===== src/rtl/dvp_tx.sv =====
// dvp_tx: DVP camera-style transmitter.
// Turns a 16-bit RGB565 pixel stream into vsync/href/8-bit byte timing,
// high byte first, one frame per start pulse. Used as an on-chip camera
// emulator for loopback and self-test of the capture path.
//
// Optional build macro DVP_TX_TEST_PATTERN_EN adds a test_mode input. A frame
// started with test_mode=1 sends a built-in row/col pattern instead of
// consuming the stream.
module dvp_tx #(
  parameter int WIDTH     = 24,
  parameter int HEIGHT    = 16,
  parameter int VSYNC_LEN = 20,
  parameter int VBP       = 40,
  parameter int HBLANK    = 20,
  parameter int VFP       = 20
) (
  input  logic        clk,
  input  logic        rst_n,
  input  logic        start,
  input  logic [15:0] pix_data,
  input  logic        pix_valid,
`ifdef DVP_TX_TEST_PATTERN_EN
  input  logic        test_mode,
`endif
  output logic        pix_ready,
  output logic        vsync,
  output logic        href,
  output logic [7:0]  data,
  output logic        busy,
  output logic        frame_done,
  output logic        underrun
);

  localparam int COL_W = (WIDTH  > 1) ? $clog2(WIDTH)  : 1;
  localparam int ROW_W = (HEIGHT > 1) ? $clog2(HEIGHT) : 1;

  localparam int T_MAX_A = (VSYNC_LEN > VBP) ? VSYNC_LEN : VBP;
  localparam int T_MAX_B = (HBLANK > VFP) ? HBLANK : VFP;
  localparam int T_MAX   = (T_MAX_A > T_MAX_B) ? T_MAX_A : T_MAX_B;
  localparam int TMR_W   = (T_MAX > 1) ? $clog2(T_MAX) : 1;

  localparam logic [TMR_W-1:0] VS_LAST  = TMR_W'(VSYNC_LEN - 1);
  localparam logic [TMR_W-1:0] VBP_LAST = TMR_W'(VBP - 1);
  localparam logic [TMR_W-1:0] HB_LAST  = TMR_W'(HBLANK - 1);
  localparam logic [TMR_W-1:0] VFP_LAST = TMR_W'(VFP - 1);
  localparam logic [COL_W-1:0] COL_LAST = COL_W'(WIDTH - 1);
  localparam logic [ROW_W-1:0] ROW_LAST = ROW_W'(HEIGHT - 1);

  // Every phase needs at least one cycle, otherwise the timer compares break.
  if (VSYNC_LEN < 1 || VBP < 1 || HBLANK < 1 || VFP < 1 || WIDTH < 1 || HEIGHT < 1) begin : g_param_check
    $error("dvp_tx: all geometry and phase parameters must be >= 1");
  end

  typedef enum logic [2:0] {
    IDLE    = 3'd0,
    VSYNC   = 3'd1,
    VBP_S   = 3'd2,
    LINE_HI = 3'd3,
    LINE_LO = 3'd4,
    HBLANK_S = 3'd5,
    VFP_S   = 3'd6
  } state_t;

  state_t           state_q, state_d;
  logic [TMR_W-1:0] timer_q, timer_d;
  logic [COL_W-1:0] col_q, col_d;
  logic [ROW_W-1:0] row_q, row_d;
  logic [15:0]      pix_q, pix_d;
  logic             busy_q, busy_d;
  logic             done_q, done_d;
  logic             underrun_q, underrun_d;
  logic             vsync_q, vsync_d;
  logic             href_q, href_d;
  logic [7:0]       data_q, data_d;
  logic             ready_q, ready_d;
  logic [15:0]      srcPix;
  logic             patternMode;

`ifdef DVP_TX_TEST_PATTERN_EN
  logic             pattern_q, pattern_d;
  logic [15:0]      patPix;

  // Built-in pattern for the pixel about to be sent: (row%8)*10 + (col%8).
  always_comb begin
    patPix = ((16'(row_d) & 16'd7) * 16'd10) + (16'(col_d) & 16'd7);
  end

  assign patternMode = pattern_q;
`else
  assign patternMode = 1'b0;
`endif

  // Pixel that enters the byte pipeline on a LINE_HI entry; a missing stream pixel is sent as zero.
  always_comb begin
    srcPix = pix_valid ? pix_data : 16'h0000;
`ifdef DVP_TX_TEST_PATTERN_EN
    if (pattern_q) begin
      srcPix = patPix;
    end
`endif
  end

  // Next-state, counter and look-ahead output logic; outputs are derived from the next state so they can be registered.
  always_comb begin
    state_d    = state_q;
    timer_d    = timer_q;
    col_d      = col_q;
    row_d      = row_q;
    busy_d     = busy_q;
    done_d     = 1'b0;
    underrun_d = underrun_q | (ready_q & ~pix_valid);
`ifdef DVP_TX_TEST_PATTERN_EN
    pattern_d  = pattern_q;
`endif

    case (state_q)
      IDLE: begin
        if (busy_q) begin
          busy_d = 1'b0;
        end else if (start) begin
          state_d    = VSYNC;
          busy_d     = 1'b1;
          underrun_d = 1'b0;
          timer_d    = '0;
          col_d      = '0;
          row_d      = '0;
`ifdef DVP_TX_TEST_PATTERN_EN
          pattern_d  = test_mode;
`endif
        end
      end
      VSYNC: begin
        if (timer_q == VS_LAST) begin
          state_d = VBP_S;
          timer_d = '0;
        end else begin
          timer_d = timer_q + TMR_W'(1);
        end
      end
      VBP_S: begin
        if (timer_q == VBP_LAST) begin
          state_d = LINE_HI;
          timer_d = '0;
        end else begin
          timer_d = timer_q + TMR_W'(1);
        end
      end
      LINE_HI: begin
        state_d = LINE_LO;
      end
      LINE_LO: begin
        if (col_q == COL_LAST) begin
          col_d   = '0;
          timer_d = '0;
          state_d = (row_q == ROW_LAST) ? VFP_S : HBLANK_S;
        end else begin
          col_d   = col_q + COL_W'(1);
          state_d = LINE_HI;
        end
      end
      HBLANK_S: begin
        if (timer_q == HB_LAST) begin
          state_d = LINE_HI;
          timer_d = '0;
          row_d   = row_q + ROW_W'(1);
        end else begin
          timer_d = timer_q + TMR_W'(1);
        end
      end
      VFP_S: begin
        if (timer_q == VFP_LAST) begin
          state_d = IDLE;
          timer_d = '0;
          done_d  = 1'b1;
        end else begin
          timer_d = timer_q + TMR_W'(1);
        end
      end
      default: begin
        state_d = IDLE;
      end
    endcase

    vsync_d = (state_d == VSYNC);
    href_d  = (state_d == LINE_HI) || (state_d == LINE_LO);

    pix_d  = pix_q;
    data_d = 8'h00;
    if (state_d == LINE_HI) begin
      pix_d  = srcPix;
      data_d = srcPix[15:8];
    end else if (state_d == LINE_LO) begin
      data_d = pix_q[7:0];
    end

    ready_d = ~patternMode &
              (((state_d == VBP_S)    && (timer_d == VBP_LAST)) ||
               ((state_d == HBLANK_S) && (timer_d == HB_LAST))  ||
               ((state_d == LINE_LO)  && (col_d != COL_LAST)));
  end

  // State, counters and all registered outputs; async reset aborts any frame in progress.
  always_ff @(posedge clk or negedge rst_n) begin
    if (!rst_n) begin
      state_q    <= IDLE;
      timer_q    <= '0;
      col_q      <= '0;
      row_q      <= '0;
      pix_q      <= '0;
      busy_q     <= 1'b0;
      done_q     <= 1'b0;
      underrun_q <= 1'b0;
      vsync_q    <= 1'b0;
      href_q     <= 1'b0;
      data_q     <= 8'h00;
      ready_q    <= 1'b0;
`ifdef DVP_TX_TEST_PATTERN_EN
      pattern_q  <= 1'b0;
`endif
    end else begin
      state_q    <= state_d;
      timer_q    <= timer_d;
      col_q      <= col_d;
      row_q      <= row_d;
      pix_q      <= pix_d;
      busy_q     <= busy_d;
      done_q     <= done_d;
      underrun_q <= underrun_d;
      vsync_q    <= vsync_d;
      href_q     <= href_d;
      data_q     <= data_d;
      ready_q    <= ready_d;
`ifdef DVP_TX_TEST_PATTERN_EN
      pattern_q  <= pattern_d;
`endif
    end
  end

  assign pix_ready  = ready_q;
  assign vsync      = vsync_q;
  assign href       = href_q;
  assign data       = data_q;
  assign busy       = busy_q;
  assign frame_done = done_q;
  assign underrun   = underrun_q;

endmodule

===== config.mk =====
export PLATFORM = sky130hd
export DESIGN_NAME = dvp_tx
export DESIGN_NICKNAME = d
export VERILOG_FILES = /design/src/rtl/dvp_tx.sv
export SDC_FILE = /design/constraint.sdc
export NUM_CORES = 1
export LEC_CHECK = 0
export CAP_MARGIN = 20
export CORE_MARGIN = 2
export CORE_UTILIZATION = 47
export DETAILED_ROUTE_END_ITERATION = 12
export GPL_TIMING_DRIVEN = 0
export PLACE_DENSITY = 0.81
export SETUP_SLACK_MARGIN = 0.15
export SLEW_MARGIN = 20
export SYNTH_ARGS = -nofsm -noshare
export SYNTH_HDL_FRONTEND = slang
export SYNTH_SLANG_ARGS = --single-unit

===== constraint.sdc =====
create_clock -name clk -period 2.2 [get_ports clk]
set_input_delay 0.22 -clock clk [delete_from_list [all_inputs] [get_ports clk]]
set_output_delay 0.22 -clock clk [all_outputs]
set_load 0.02 [all_outputs]

# == Word-level counts from Yosys, hierarchy flattened ==
# Index checks and enable logic that the tools add are counted.
# op_classes
add_sub_neg,3
mux,33
bitwise,3
reduce_logical,10
n_eq_ne,21
# ops
operator,n
$mux W6,5
$pmux W6 S4,1
$mux W3,7
$pmux W3 S7,1
$mux W16,1
$mux W8,2
$eq A3 B3 Y1 const B,5
$mux W5,3
$eq A3 B2 Y1 const B,4
$eq A6 B5 Y1 const B,2
$eq A6 B6 Y1 const B,2
$mux W4,3
$pmux W5 S2,1
$pmux W4 S2,1
$mux W1,7
$add A6 B1 Y6 const B,1
$eq A3 B1 Y1 const B,2
$ne A2 B2 Y1 const B,3
$add A5 B1 Y5 const B,1
$eq A5 B5 Y1 const B,1
$ne A5 B5 Y1 const B,1
$add A4 B1 Y4 const B,1
$eq A4 B4 Y1 const B,1
$reduce_and A4 Y1,1
other kinds (9),13
# word_totals
reg_bits,40
output_inout_bits,14
inputBits,20
wordCells,82

# == Longest topological paths before layout ==
# Gate-level depths: netlist of run 1.
# logic_depth
ltp_word,8
ltp_mapped,10
mapped_depth_nobuf,9

# == Worst setup path before layout of run 1 ==
# OpenSTA, ideal clock, no wires.
# synth_path
kind,flip-flop to flip-flop
startpoint,register timer_q[0]
endpoint,"register ready_q, in the netlist pix_ready"
n_path_buf,0
setup_slack_ns,0.067
period_less_slack_ns,2.133
setup_ns,0.104
required_ns,2.096
arrival_time_ns,2.029
stages_incl_launch_ff,9
cell_sequence,dfrtp_1 > ha_1 > and4bb_2 > a21o_1 > o21ai_2 > o21ai_0 > a21boi_0 > o2bb2a_2 > o41ai_2
# synth_between
elab_chain_len,7
elab_cells_between_ends,24
classes_between,add/sub: 1; eq/ne: 7; mux: 11; reduce/logical: 5
# synth_lines
element,line,rtl
"start, declared",65,"logic [TMR_W-1:0] timer_q, timer_d;"
"start signal, assigned",222,timer_q <= timer_d;
"$add A6 B1 Y6, or another cell as far along",n/a,
"$mux W6, or another cell as far along","133, 162, 171",
$pmux W6 S4 / $pmux W3 S7 (equally long branches),116,case (state_q)
"$eq A6 B6 Y1, or another cell as far along",197,(((state_d == VBP_S) && (timer_d == VBP_LAST)) ||
$logic_and A1 B1 Y1 (on tied branches),"197, 198",
$logic_or A1 B1 Y1,197,
$logic_or A1 B1 Y1 *,198,((state_d == HBLANK_S) && (timer_d == HB_LAST)) ||
named net ready_d,75,"logic ready_q, ready_d;"
"end signal, assigned",232,ready_q <= ready_d;
"end, declared",75,
# The timed path passes the listed nets; every way through them passes the cells marked *.
# A chain may end at the register's enable or synchronous reset.

# == Worst setup path in the final report of run 1 ==
# layout_path
startpoint,register col_q[1]
endpoint,"register ready_q, in the netlist pix_ready"
# layout_between
elab_chain_len,7
elab_cells_between_ends,21
classes_between,add/sub: 1; eq/ne: 7; mux: 8; reduce/logical: 5
# layout_lines
element,line,rtl
"start, declared",66,"logic [COL_W-1:0] col_q, col_d;"
"start signal, assigned",223,col_q <= col_d;
$eq A5 B5 Y1 *,152,if (col_q == COL_LAST) begin
$mux W6 *,152,
$pmux W6 S4 *,116,
named net timer_d[4],65,
$eq A6 B6 Y1 / $eq A6 B5 Y1 (equally long branches),"197, 198",
$logic_and A1 B1 Y1 (on tied branches),"197, 198",
$logic_or A1 B1 Y1 *,197,
$logic_or A1 B1 Y1 *,198,
named net ready_d,75,
# Marked as above.

==> results of run 1 <==
-- kinds of logic after synthesis --
kind of cell	after synthesis	synth area share, %
and+or+nand+nor	88	23.20
xor gates and xnor gates	2	0.8829
adders and majority gates	3	1.892
DFF	40	50.44
AOI/OAI and AO/OA	53	19.42
buffers and inverters	12	2.585
muxes	3	1.576
-- stage by stage --
step / worst slack [ns] / power (mW) / std cells
3_5_place_dp: -0.2697 / 0.8281 / 284
6_report: -0.1909 / 1.351 / 319
2_1_floorplan: 0.1017 / 0.7746 / 201
4_1_cts: -0.04073 / 1.351 / 303
5_1_grt: -0.2275 / 1.403 / 319
3_3_place_gp: -0.2909 / 0.8240 / 283
-- sequential cells by signal, indices dropped and copies added (netlist names) --
signal / flops
busy: 1
col_q: 5
data: 8
frame_done: 1
href: 1
pix_q: 8
pix_ready: 1
row_q: 4
state_q: 3
timer_q: 6
underrun: 1
vsync: 1
-- cells in the final DEF, fill, tap and decap left out, types with 4 or more instances in the layout --
cell             instances
a21oi_1                  6
dfrtp_2                  4
dfrtp_1                 36
nor2_1                   9
a22o_1                  10
o21ai_0                 14
nand3_1                 11
nor2b_1                  4
clkbuf_8                 6
clkdlybuf4s50_1         31
buf_2                    4
nand2_1                 34
buf_4                   27
-- layer usage --
layer	vias up	GRT usage (%)
met4	0	7.108
li1	866	-
met2	47	35.10
met5	-	0
met3	9	6.006
met1	879	27.22
-- critical path, delay by kind of cell, from the launching register on --
| family | cells | cell delay [ns] |
|---|---|---|
| compound gates | 4 | 1.16 |
| fa+ha+maj | 1 | 0.19 |
| simple gates | 3 | 0.57 |
| flops | 1 | 0.37 |
-- path summary, 6_finish.rpt --
check                          start         end  slack, ns  depth (start not counted)
min in group asynchronous      rst_n  frame_done       0.33                          2
max                         col_q[1]   pix_ready      -0.19                          8
min                        pix_valid    pix_q[5]       0.30                          3
min reg2reg                 pix_q[5]    pix_q[5]       0.48                          2
max in group asynchronous      rst_n  timer_q[0]       1.42                          3
max reg2reg                 col_q[1]   pix_ready      -0.19                          8
-- power by group --
| group | switching, mW | internal, mW | total, mW | leakage [nW] |
|---|---|---|---|---|
| combinational | 0.0365 | 0.0502 | 0.0867 | 0.682 |
| clock | 0.268 | 0.254 | 0.522 | 0.0434 |
| sequential | 0.00374 | 0.739 | 0.743 | 0.513 |
-- cell type report --
cell class	count	area (sq um)
fill	293	1189
multi-input combinational	149	1072
sequential	40	1006
timing repair buffer	60	540.5
clock buffer	6	82.58
tap	50	62.56
buffer	8	46.29
clock inverter	2	15.01
inverter	4	15.01
-- what timing repair did --
action,in CTS,in global routing
hold buffers,1,0
resized for setup,11,21
hold endpoints to repair,11,0
pin swaps,9,16
setup endpoints to repair,18,18
setup buffers,10,16
==> results_dict.tcl, run 1 <==
set metrics [dict create \
    maxCapViolCount 0 \
    syn_to_final_growth_pct 43.13 \
    wl_met3_um 202 \
    ys_ff_latch 40 \
    top_layer "met4" \
    cts.reportedPaths.clkPinSlew_ns 0.08 \
    via_per_inst 5.646 \
    max_slew_margin_pct 54.04 \
    stdcell_area_sq_um 2840 \
    final_util_pct 70.50 \
    finalCriticalPeriod_ns 2.391 \
    routed_wl_mm 5.279 \
    drc 0 \
    worstSetupStartpointType "flop" \
    grt_start_max_net_pins 30 \
    synth_edf_count 0 \
    cp_cell_sequence "ha_2 > nand4b_1 > o211ai_4 > nand2_4 > a221o_1 > nor4_2 > o2bb2a_2 > o41ai_4" \
    cp_slowest_cell "dfrtp_1" \
    io_buffers 32 \
    synth_area_leaders "dfrtp_1 (50%), nand2_1 (7.0%), a22o_1 (4.4%), o21ai_0 (3.8%), nand3_1 (2.8%)" \
    end_kind "flop" \
    synthFlopType "dfrtp_1" \
    rows 23 \
    leakagePower_nw 1.238 \
    ir_drop_mv 0.3219 \
    cp.arrival_ns 2.59 \
    critPathMaxFanout 3 \
    start_util_pct 49.25 \
    synth_most_common_cell "dfrtp_1" \
    synth_top_area_share_pct 50.44 \
    diodes 0 \
    path_class "flop to flop" \
    power.density_nw_per_um2 475.8 \
    numClockSinks 40 \
    grt_setup_unrepaired "yes" \
    whs_ns 0.2995 \
    setup_violations 1 \
    vias 1801 \
    gp_congestion 0.8068 \
    wire_per_inst_um 16.55 \
    die_w_um 68.98 \
    drt-pass1-iter-count 4 \
    fmax_mhz 418.2 \
    cts_tree "built" \
    io_pins 34 \
    worstMarginPinSlew_ns 0.6841 \
    synthArstFlopShare_pct 100.0 \
    die-area_sq_um 4758 \
    min_path_type "input port to flop" \
    dr_wl_met2_mm 2.748 \
    nets 291 \
    hpwl_mm 3.146 \
    synth-seq-area-share_pct 50.44 \
    grt_overflow 0 \
    core_area_sq_um 4029 \
    fp.dieH_um 68.98 \
    root_buffer "clkbuf_8" \
    wl_met1_mm 2.239 \
    run_status "finished with violations" \
    finalCritPeriodShare_pct 108.7 \
    syn_inst 201 \
    insertion_delay_ns 0.30 \
    antenna_found_initial 0 \
    worstPathRequired_ns 2.40 \
    syn_area_sq_um 1984 \
    final_layout_size_suffix_gt1_share_pct 27.14 \
    yosys.area.top_type "dfrtp_1" \
    dpl_cell_area_sq_um 2389 \
    initialDrtViolationCount 194 \
    syn_avg_cell_area_sq_um 9.873 \
    finalClockSkew_ns 0.008140 \
    ys_types 48 \
    violations "setup timing" \
    max_stage_delay_ns 0.37 \
    hold_violations 0 \
    grt_pass1_wl_mm 7.458 \
    cts_buffers 5 \
    clockBufferDepth 2 \
    synth_nets 224 \
    synth_common_cells "dfrtp_1 (40), nand2_1 (37), o21ai_0 (15), nand3_1 (11), a22o_1 (10)" \
    yosysWarningCount 0 \
    grt_usage_pct 21.40 \
    htree_levels 2 \
    final_antenna_net_count 0 \
    tns_ns -0.1909 \
    slew_violations 0 \
    grt_pass1_vias 1618 \
    fin_ws_ns -0.1909 \
]
Power figures use the tool's default switching activity.
==> run 2: changes to the inputs <==
- MAX_ROUTING_LAYER: default -> met4
==> results_dict.tcl, run 2 (same netlist as run 1, synthesis figures left out) <==
set metrics [dict create \
    run_status "finished with violations" \
    violations "setup timing" \
    start_util_pct 49.25 \
    cp.arrival_ns 2.50 \
    slew_violations 0 \
    cts_tree "built" \
    critPathLaunch "col_q[1]" \
    min_path_type "input port to flop" \
    cts.reportedPaths.clkPinSlew_ns 0.08 \
    rr_worst_depth 8 \
    path_class "flop to flop" \
    power.density_nw_per_um2 474.3 \
    ir_drop_mv 0.3212 \
    worstSetupStartpointType "flop" \
    crit_end "pix_ready" \
    io_buffers 32 \
    finalClockSkew_ns 0.008954 \
    die_w_um 68.98 \
    critPathMaxFanout 3 \
    grt_overflow 0 \
    grt_start_max_net_pins 30 \
    p_total_mw 1.344 \
    initialDrtViolationCount 170 \
    stdcell_area_sq_um 2833 \
    rows 23 \
    reg2reg_slack_ns -0.1 \
    diodes 0 \
    p_sw_mw 0.3021 \
    finalCritPeriodShare_pct 104.5 \
    drt-pass1-iter-count 4 \
    globalRouteMet1Util_pct 27.32 \
    root_buffer "clkbuf_8" \
    grt_pass1_wl_mm 7.472 \
    swShare_pct 22.48 \
    vias 1807 \
    leakagePower_nw 1.226 \
    drc 0 \
    htree_levels 2 \
    hold_violations 0 \
    hpwl_mm 3.146 \
    final_cell_mix "dfrtp_1 (36), nand2_1 (35), clkdlybuf4s50_1 (31)" \
    nets 289 \
    die-area_sq_um 4758 \
    numClockSinks 40 \
    maxCapViolCount 0 \
    power.internal_mw 1.041 \
    dpl_cell_area_sq_um 2389 \
    fin_ws_ns -0.09901 \
    worstMarginPinSlew_ns 0.7079 \
    fp.dieH_um 68.98 \
    antenna_found_initial 0 \
    p_comb_share_pct 6.3 \
    clkPwrFrac_pct 38.4 \
    end_kind "flop" \
    use_met2_pct 35.10 \
    cts_buffers 5 \
    wire_per_inst_um 16.47 \
    worstReg2RegEnd "pix_ready" \
    grt_setup_unrepaired "yes" \
    gp_congestion 0.8186 \
    pwr-share-seq_pct 55.3 \
    core_area_sq_um 4029 \
    via_per_inst 5.700 \
    grt_usage_pct 22.05 \
    final_layout_size_suffix_gt1_share_pct 26.22 \
    top_usage_layer "met2" \
    reg2reg_from "col_q[1]" \
    met3_usage_pct 6.006 \
    routed_wl_mm 5.221 \
    final_antenna_net_count 0 \
    grt_pass1_vias 1624 \
    max_slew_margin_pct 52.44 \
    setup_violations 1 \
    clockBufferDepth 2 \
    worstPathRequired_ns 2.40 \
    fmax_mhz 435.0 \
    syn_to_final_growth_pct 42.75 \
    insertion_delay_ns 0.30 \
    io_pins 34 \
    finalCriticalPeriod_ns 2.299 \
    layout_commonest_cell "dfrtp_1" \
]
## run 2: worst min path at each step
| stage | start | cells past startpoint | slack, ns | endpoint |
|---|---|---|---|---|
| CTS | pix_valid | 3 | 0.30 | pix_q[5] |
| detailed placement | rst_n | 1 | 0.12 | frame_done |
| global route | pix_valid | 3 | 0.33 | pix_q[1] |
| global placement | pix_q[5] | 2 | 0.46 | pix_q[5] |
| floorplan | rst_n | 0 | -0.08 | busy |
| finish | pix_valid | 3 | 0.31 | pix_q[0] |
## run 2: what timing repair did
action,4_1_cts,5_1_grt
hold buffers,1,0
gates cloned,0,1
pin swaps,9,14
endpoints found under the setup margin,18,18
gates resized for setup,11,21
buffers inserted,10,13
hold endpoints to repair,11,0
## run 2: per-layer routing
| layer | up-vias | share of wire (%) |
|---|---|---|
| li1 | 862 | - |
| met1 | 875 | 42 |
| met2 | 54 | 51 |
| met3 | 16 | 3.8 |
| met4 | 0 | 2.8 |
| met5 | - | 0 |
## run 2: per-stage QoR
step | setup slack [ns] | TNS [ns] | hold slack, ns | util [%] | std cells
6_report | -0.09901 | -0.09901 | 0.3056 | 70.31 | 317
5_1_grt | -0.1598 | -0.5435 | 0.3320 | 70.31 | 317
3_3_place_gp | -0.2909 | -2.561 | 0.4629 | 58.91 | 283
4_1_cts | -0.04073 | -0.06018 | 0.3013 | 65.34 | 303
2_1_floorplan | 0.1017 | 0 | -0.07559 | - | 201
3_5_place_dp | -0.2697 | -2.217 | 0.1217 | 59.29 | 284
## run 2: worst max-delay path, stage by stage, from the launching register on
cell and delay [ns]:
dfrtp_1 0.37, ha_2 0.19, nand4b_1 0.22, o211ai_4 0.30
nand2_4 0.08, a221o_1 0.37, nor4_2 0.26, o2bb2a_4 0.19
o41ai_4 0.21
## run 2: area by class of cell
class,count,area (sq um)
Fill cell,284,1196
Multi-Input combinational cell,149,1082
Sequential cell,40,1006
Timing Repair Buffer,58,523.0
Clock buffer,6,82.58
Tap cell,50,62.56
Buffer,8,46.29
Clock inverter,2,15.01
Inverter,4,15.01
## run 2: power groups by stage
stage	clock network [mW]	registers, mW	logic, mW
after floorplan	0	0.757	0.0173
after global placement	0	0.758	0.0664
final	0.516	0.743	0.0847
after global routing	0.563	0.743	0.0943
after detailed placement	0	0.758	0.0703
after CTS	0.530	0.742	0.0781
==> run 3: changes to the inputs <==
- CORE_MARGIN: 2 -> default
- GPL_TIMING_DRIVEN: 0 -> 1
- TNS_END_PERCENT: default -> 30
==> results_dict.tcl, run 3 (same netlist as run 1, synthesis figures left out) <==
set metrics [dict create \
    dpl_cell_area_sq_um 2530 \
    worstSetupStartpointType "flop" \
    end_kind "flop" \
    numClockSinks 40 \
    maxCapViolCount 0 \
    routed_wl_mm 5.203 \
    rows 23 \
    ir_drop_mv 0.3950 \
    final_cell_mix "dfrtp_1 (38), nand2_1 (36), clkdlybuf4s50_1 (32)" \
    fin_ws_ns -0.08058 \
    drc 0 \
    insertion_delay_ns 0.31 \
    max_stage_delay_ns 0.36 \
    io_buffers 33 \
    min_path_type "input port to flop" \
    via_per_inst 5.595 \
    worstPathRequired_ns 2.40 \
    wire_per_inst_um 16.47 \
    run_status "finished with violations" \
    cp.arrival_ns 2.48 \
    power.density_nw_per_um2 515.4 \
    final_util_pct 69.22 \
    max_slew_margin_pct 66.77 \
    grt_usage_pct 25.22 \
    leakagePower_nw 1.251 \
    grt_pass1_vias 1621 \
    cts_buffers 5 \
    cts_tree "built" \
    die-area_sq_um 4486 \
    setup_violations 1 \
    stdcell_area_sq_um 2789 \
    antenna_found_initial 0 \
    fmax_mhz 438.5 \
    die_w_um 66.98 \
    grt_pass1_wl_mm 7.879 \
    finalCritPeriodShare_pct 103.7 \
    grt_start_max_net_pins 41 \
    violations "setup timing" \
    core_area_sq_um 4029 \
    critPathMaxFanout 3 \
    finalCriticalPeriod_ns 2.281 \
    nets 288 \
    reg2reg_from "timer_q[0]" \
    io_pins 34 \
    grt_setup_unrepaired "yes" \
    hpwl_mm 3.465 \
    hold_end "pix_q[6]" \
    root_buffer "clkbuf_8" \
    start_util_pct 49.25 \
    vias 1768 \
    diodes 0 \
    worstHoldPathCells 3 \
    worstMarginPinSlew_ns 0.4984 \
    path_class "flop to flop" \
    fp.dieH_um 66.98 \
    syn_to_final_growth_pct 40.54 \
    whs_ns 0.4694 \
    cp_cell_sequence "ha_2 > and4bb_2 > a21o_1 > nand2_1 > a221o_1 > nor4_2 > o2bb2a_2 > o41ai_2" \
    rr_worst_depth 8 \
    hold_start "pix_data[6]" \
    drt-pass1-iter-count 4 \
    cp_slowest_cell "dfrtp_1" \
    final_layout_size_suffix_gt1_share_pct 23.68 \
    htree_levels 2 \
    gp_congestion 0.9387 \
    finalClockSkew_ns 0.006844 \
    grt_overflow 0 \
    layout_commonest_cell "dfrtp_1" \
    worstReg2RegEnd "pix_ready" \
    final_antenna_net_count 0 \
    reg2reg_slack_ns -0.08 \
    cts.reportedPaths.clkPinSlew_ns 0.08 \
    clockBufferDepth 2 \
    initialDrtViolationCount 226 \
    hold_violations 0 \
    slew_violations 0 \
]
run 3: changes by cell type in the layout (fill, tap and decap cells not counted), sizes merged:
| cell | delta |
|---|---|
| clkinv | +1 |
| clkinvlp | -1 |
| bufinv | +1 |
| clkbuf | -3 |
| clkdlybuf4s50 | +1 |
run 3: layer usage:
metal	GRT usage [%]	routed length, um
met5	-	0
met3	5.651	214
met1	31.03	2238
met2	40.15	2573
met4	9.840	176
run 3: critical path: cells and delay by family (launching register included):
family	cells	cell delay (ns)
flops	1	0.36
simple gates	3	0.55
compound gates	4	1.04
fa+ha+maj	1	0.21
run 3: repair_timing:
| item | 4_1_cts | 5_1_grt |
|---|---|---|
| hold buffers | 1 | 0 |
| setup endpoints to repair | 18 | 18 |
| buffers inserted | 1 | 4 |
| cloned | 0 | 1 |
| pin swaps | 2 | 5 |
| gates resized for setup | 1 | 16 |
| endpoints found under the hold margin | 40 | 0 |
run 3: cell type report:
class | instances | area [sq um]
Clock buffer | 5 | 68.82
Multi-Input combinational cell | 149 | 1003
Sequential cell | 40 | 1003
Fill cell | 293 | 1240
Timing Repair Buffer | 65 | 593.1
Tap cell | 50 | 62.56
Inverter | 4 | 15.01
Clock inverter | 3 | 42.54
run 3: how the worst max path moves through the flow:
stage                           from        end  slack [ns]  depth (start not counted)
after floorplan             col_q[0]  pix_ready        0.10                          8
after global placement         start  pix_ready        -0.1                          8
after detailed placement       start  pix_ready       -0.19                          8
after CTS                 timer_q[1]  pix_ready       -0.02                          8
after global routing      timer_q[1]  pix_ready       -0.20                          8
final                     timer_q[0]  pix_ready       -0.08                          8
run 3: metrics by stage:
stage | total power [mW] | worst slack (ns) | TNS (ns) | cells
after floorplan | 0.7746 | 0.1017 | 0 | 201
after global placement | 0.8284 | -0.09684 | -0.09684 | 301
after detailed placement | 0.8300 | -0.1940 | -0.1940 | 301
after CTS | 1.437 | -0.02499 | -0.02499 | 311
after global routing | 1.482 | -0.2035 | -0.2083 | 316
final | 1.437 | -0.08058 | -0.08058 | 316
run 3: power by group:
part	internal (mW)	total, mW	switching, mW
registers	0.739	0.743	0.00355
clock network	0.336	0.616	0.280
logic	0.0450	0.0787	0.0337
total	1.12	1.44	0.318
